### src/rtl/misr_sig.sv
// misr_sig: multiple-input signature register for the LBIST response path.
// Folds NUM_PATTERNS response words into a BITS-wide Galois-form signature,
// then freezes it with sig_valid high until the next start.
module misr_sig #(
  parameter int             BITS         = 8,
  parameter logic [BITS-1:0] POLY        = 8'h1D,
  parameter logic [BITS-1:0] SEED        = 8'h00,
  parameter int             NUM_PATTERNS = 16,
  parameter int             CNT_W        = 8
) (
  input  logic            clk,
  input  logic            rst,
  input  logic            start,
  input  logic            in_valid,
  input  logic [BITS-1:0] data_in,
  output logic [BITS-1:0] sig,
  output logic            sig_valid,
  output logic            busy
);

  typedef enum logic [1:0] {
    IDLE    = 2'd0,
    COMPACT = 2'd1,
    DONE    = 2'd2
  } state_t;

  // Counter value of the final word of a run; the counter stops here.
  localparam logic [CNT_W-1:0] LAST_CNT = CNT_W'(NUM_PATTERNS - 1);
  localparam logic [CNT_W-1:0] CNT_ONE  = {{(CNT_W-1){1'b0}}, 1'b1};

  // One MISR step: shift left, fold the MSB back through the taps, mix in data.
  function automatic logic [BITS-1:0] misr_step(input logic [BITS-1:0] cur,
                                                input logic [BITS-1:0] word);
    logic [BITS-1:0] fb;
    fb = cur[BITS-1] ? POLY : {BITS{1'b0}};
    return {cur[BITS-2:0], 1'b0} ^ fb ^ word;
  endfunction

  state_t           state_r, state_nxt_s;
  logic [BITS-1:0]  sig_r, sig_nxt_s;
  logic [CNT_W-1:0] cnt_r, cnt_nxt_s;
  logic             busy_r, busy_nxt_s;
  logic             sig_valid_r, sig_valid_nxt_s;

  // Next-state, next-signature and next-count logic; start outranks in_valid.
  always_comb begin
    state_nxt_s     = state_r;
    sig_nxt_s       = sig_r;
    cnt_nxt_s       = cnt_r;
    if (start) begin
      state_nxt_s = COMPACT;
      sig_nxt_s   = SEED;
      cnt_nxt_s   = {CNT_W{1'b0}};
    end else begin
      case (state_r)
        IDLE: begin
          state_nxt_s = IDLE;
        end
        COMPACT: begin
          if (in_valid) begin
            sig_nxt_s = misr_step(sig_r, data_in);
            if (cnt_r == LAST_CNT) begin
              state_nxt_s = DONE;
              cnt_nxt_s   = cnt_r;
            end else begin
              state_nxt_s = COMPACT;
              cnt_nxt_s   = cnt_r + CNT_ONE;
            end
          end else begin
            state_nxt_s = COMPACT;
          end
        end
        DONE: begin
          state_nxt_s = DONE;
        end
        default: begin
          state_nxt_s = IDLE;
          sig_nxt_s   = SEED;
          cnt_nxt_s   = {CNT_W{1'b0}};
        end
      endcase
    end
    // Status flags are derived from the upcoming state so they register in
    // the same edge as the transition.
    busy_nxt_s      = (state_nxt_s == COMPACT);
    sig_valid_nxt_s = (state_nxt_s == DONE);
  end

  // State, signature, counter and registered status outputs.
  always_ff @(posedge clk) begin
    if (rst) begin
      state_r     <= IDLE;
      sig_r       <= SEED;
      cnt_r       <= {CNT_W{1'b0}};
      busy_r      <= 1'b0;
      sig_valid_r <= 1'b0;
    end else begin
      state_r     <= state_nxt_s;
      sig_r       <= sig_nxt_s;
      cnt_r       <= cnt_nxt_s;
      busy_r      <= busy_nxt_s;
      sig_valid_r <= sig_valid_nxt_s;
    end
  end

  assign sig       = sig_r;
  assign sig_valid = sig_valid_r;
  assign busy      = busy_r;

endmodule

### config.mk
export PLATFORM = sky130hd
export DESIGN_NAME = misr_sig
export DESIGN_NICKNAME = d
export VERILOG_FILES = /design/src/rtl/misr_sig.sv
export SDC_FILE = /design/constraint.sdc
export NUM_CORES = 1
export LEC_CHECK = 0
export ABC_AREA = 1
export CORE_MARGIN = 8
export CORE_UTILIZATION = 27
export DETAILED_ROUTE_END_ITERATION = 10
export GPL_TIMING_DRIVEN = 1
export PLACE_DENSITY = 0.55
export REMOVE_ABC_BUFFERS = 1
export SYNTH_ARGS = -nofsm -noshare
export SYNTH_HDL_FRONTEND = slang
export SYNTH_SLANG_ARGS = --single-unit
### constraint.sdc
create_clock -name clk -period 3.2 [get_ports clk]
set_input_delay 0.96 -clock clk [delete_from_list [all_inputs] [get_ports clk]]
set_output_delay 0.96 -clock clk [all_outputs]
set_load 0.02 [all_outputs]
==> impl_metrics.yaml <==
run_status:
  outcome: "finished, final reports clean"
clock_network:
  tritoncts: "built"
  insertion_delay_ps: 260
  cts_hold_buffers: 0
  cts_max_level: 1
  cts_setup_buffers: 0
  clock_path_buffers: 2
  cts_buffers: 3
  ctsResizeCount: 0
  cts.sinks: 20
  cts_root_buf: "clkbuf_8"
  clk_pin_slew_ps: 80
sta:
  setup_tns_ps: 0
  fmaxAchievable_ghz: 0.4219
  worst_pin_slew_ps: 408.1
  finalCriticalPeriod_ps: 2370
  hold_viol: 0
  post-route-period-util_pct: 74.07
  rsz0062_at_grt: "false"
  setup_viol: 0
  slew_viol_final: 0
  finClkSkew_ps: 5.498
  max_slew_margin_pct: 72.73
place:
  place.gp.congestion: 0.7779
  io_buffers: 21
  hpwl_mm: 1.855
  placed_area_um2: 1403
grt:
  grt_max_degree: 13
  grt_pass1_vias: 903
  track_usage_pct: 7.568
  grt_pass1_wl_mm: 3.946
  antenna_found_initial: 0
  grt_overflow_total: 0
route:
  via_count: 1013
  dr.pass1.iters: 4
  antenna_left: 0
  totalWireLength_mm: 2.364
  avgRoutedWirePerCell_um: 9.933
  drt_iter0_markers: 60
  detail_route.vias_per_cell: 4.256
  drc_errors: 0
power_and_ir_drop:
  p_leak_uw: 0.0006300
  ir_drop_v: 0.0003214
  powerDensity_nw_per_um2: 353.7
  finalPower_uw: 515.6
layout:
  antenna_cells: 0
  layout-drive-gt1-share_pct: 7.979
  fin_util_pct: 36.18
  fillers: 454
  regArea_um2: 400.4
  syn2layout_area_growth_pct: 28.02
  final_area_um2: 1458
  nNetsFinal: 205
  multi_input_area_um2: 601.8
synth:
  synth_top_area_share_pct: 35.16
  ys_ff_latch: 20
  yosysTopAreaCell: "dfxtp_1"
  ys_seq_area_share_pct: 35.16
  post_synth_num_cell_types: 23
  synth-main-ff-cell: "dfxtp_1"
  synth_cells: 165
  synthTopCellsByCount: "nand2_1 (40), inv_1 (29), dfxtp_1 (20)"
  synth-edff-count: 0
  synthArstFlopShare_pct: 0
  yosysMostFrequentCell: "nand2_1"
  synth.avg_cell_area_um2: 6.901
  yosys_warnings: 0
  synth.area.top_cells: "dfxtp_1 (35%), nand2_1 (13%), inv_1 (9.6%), xor2_1 (6.2%), nor2_1 (5.9%)"
  syn_area_um2: 1139
setup_path:
  cpMaxStageDelayCell: "clkdlybuf4s50_1"
  critPathMaxStageDelay_ps: 670
  path_cells: "clkdlybuf4s50_1"
  reg2reg_depth: 10
  cp.required_ps: 2240
  rr_startpoint: "state_r[1]"
  crit_type: "register to output port"
  worst-path-buf-inv: 1
  worst-path-max-fanout: 6
  path_delay_family: "buffers and inverters"
  crit_path_end_kind: "output port"
  reg2reg_slack_ps: 1680
  r2r_end: "cnt_r[6]"
  start_kind: "register"
  arrival_ps: 1410
die:
  core_area_um2: 4029
  die_h_um: 80.94
  die_w_um: 80.94
  start_util_pct: 28.26
  die_area_um2: 6551
  io_pins: 22
  rows: 23
hold_path:
  min_to: "cnt_r[4]"
  holdPathStages: 2
  hold_class: "register to register"
  min-delay-start: "cnt_r[4]"
flow_run:
  maxCapViolCount: 0
## cell type report
| class | count | share of cell area (%) |
|---|---|---|
| clock buffers | 4 | 3.777 |
| inverters | 32 | 8.755 |
| multi-input cells | 111 | 41.29 |
| flip-flops and latches | 20 | 27.47 |
| well taps | 50 | 4.292 |
| repair buffers | 21 | 14.42 |
## flip-flops by register name (all words and copies together), names as in the netlist
name / count
state_r: 2
sig_valid: 1
busy: 1
cnt_r: 8
sig: 8
## cell families after synthesis
family | count (synthesis) | synth area share (%)
flip-flops | 20 | 35.16
buffers and inverters | 34 | 11.98
AO/OA/AOI/OAI | 16 | 8.352
XOR/XNOR | 8 | 6.154
adder cells (fa/ha/maj) | 4 | 4.396
AND/OR/NAND/NOR | 83 | 33.96
## placed cells by master, fill, tap and decap left out
cell             Yosys  routed
nand2_1             40      40
inv_1               29      29
clkdlybuf4s50_1      0      21
dfxtp_1             20      20
nor2_1              18      18
nand3_1             13      13
a21oi_1              9       9
xor2_1               8       8
a22oi_1              5       5
ha_1                 4       4
clkbuf_8             0       4
nand2_2              3       3
nand4_1              3       3
nor2_4               2       2
nor2_2               1       1
inv_2                1       1
nor2_8               1       1
inv_4                1       1
nand4_2              1       1
o21bai_1             1       1
inv_6                1       1
nor3_1               1       1
o21ai_0              1       1
## worst max-delay path by stage
| stage | depth (start not counted) | end | slack (ps) | start |
|---|---|---|---|---|
| CTS | 1 | sig[7] | 810 | sig[7] |
| detailed placement | 6 | cnt_r[2] | 680 | start |
| floorplan | 5 | cnt_r[2] | 1410 | rst |
| finish | 1 | sig[7] | 830 | sig[7] |
| global route | 1 | sig[7] | 760 | sig[7] |
| global placement | 6 | cnt_r[2] | 700 | rst |
## power breakdown
group	internal, µW	switching [µW]	leakage [µW]	total, µW
clock	110	86.2	0.0000288	196
sequential	252	2.37	0.000162	254
combinational	29.3	36.1	0.000439	65.4
total	391	125	0.000630	516
## stage by stage
stage               hold slack [ps]  cells  worst slack (ps)
finish                        483.6    238             829.7
floorplan                     438.4    163              1415
CTS                           477.4    238             805.9
global route                  501.3    238             760.3
global placement              456.5    234             699.8
detailed placement            464.3    234             680.0
## metal layers
layer	GRT usage, %	wire length (µm)	vias up
met4	3.750	42	0
met1	8.863	1162	434
li1	-	-	558
met2	11.79	1025	17
met3	2.980	132	4
met5	0	0	-
(Power assumes the default switching activity.)
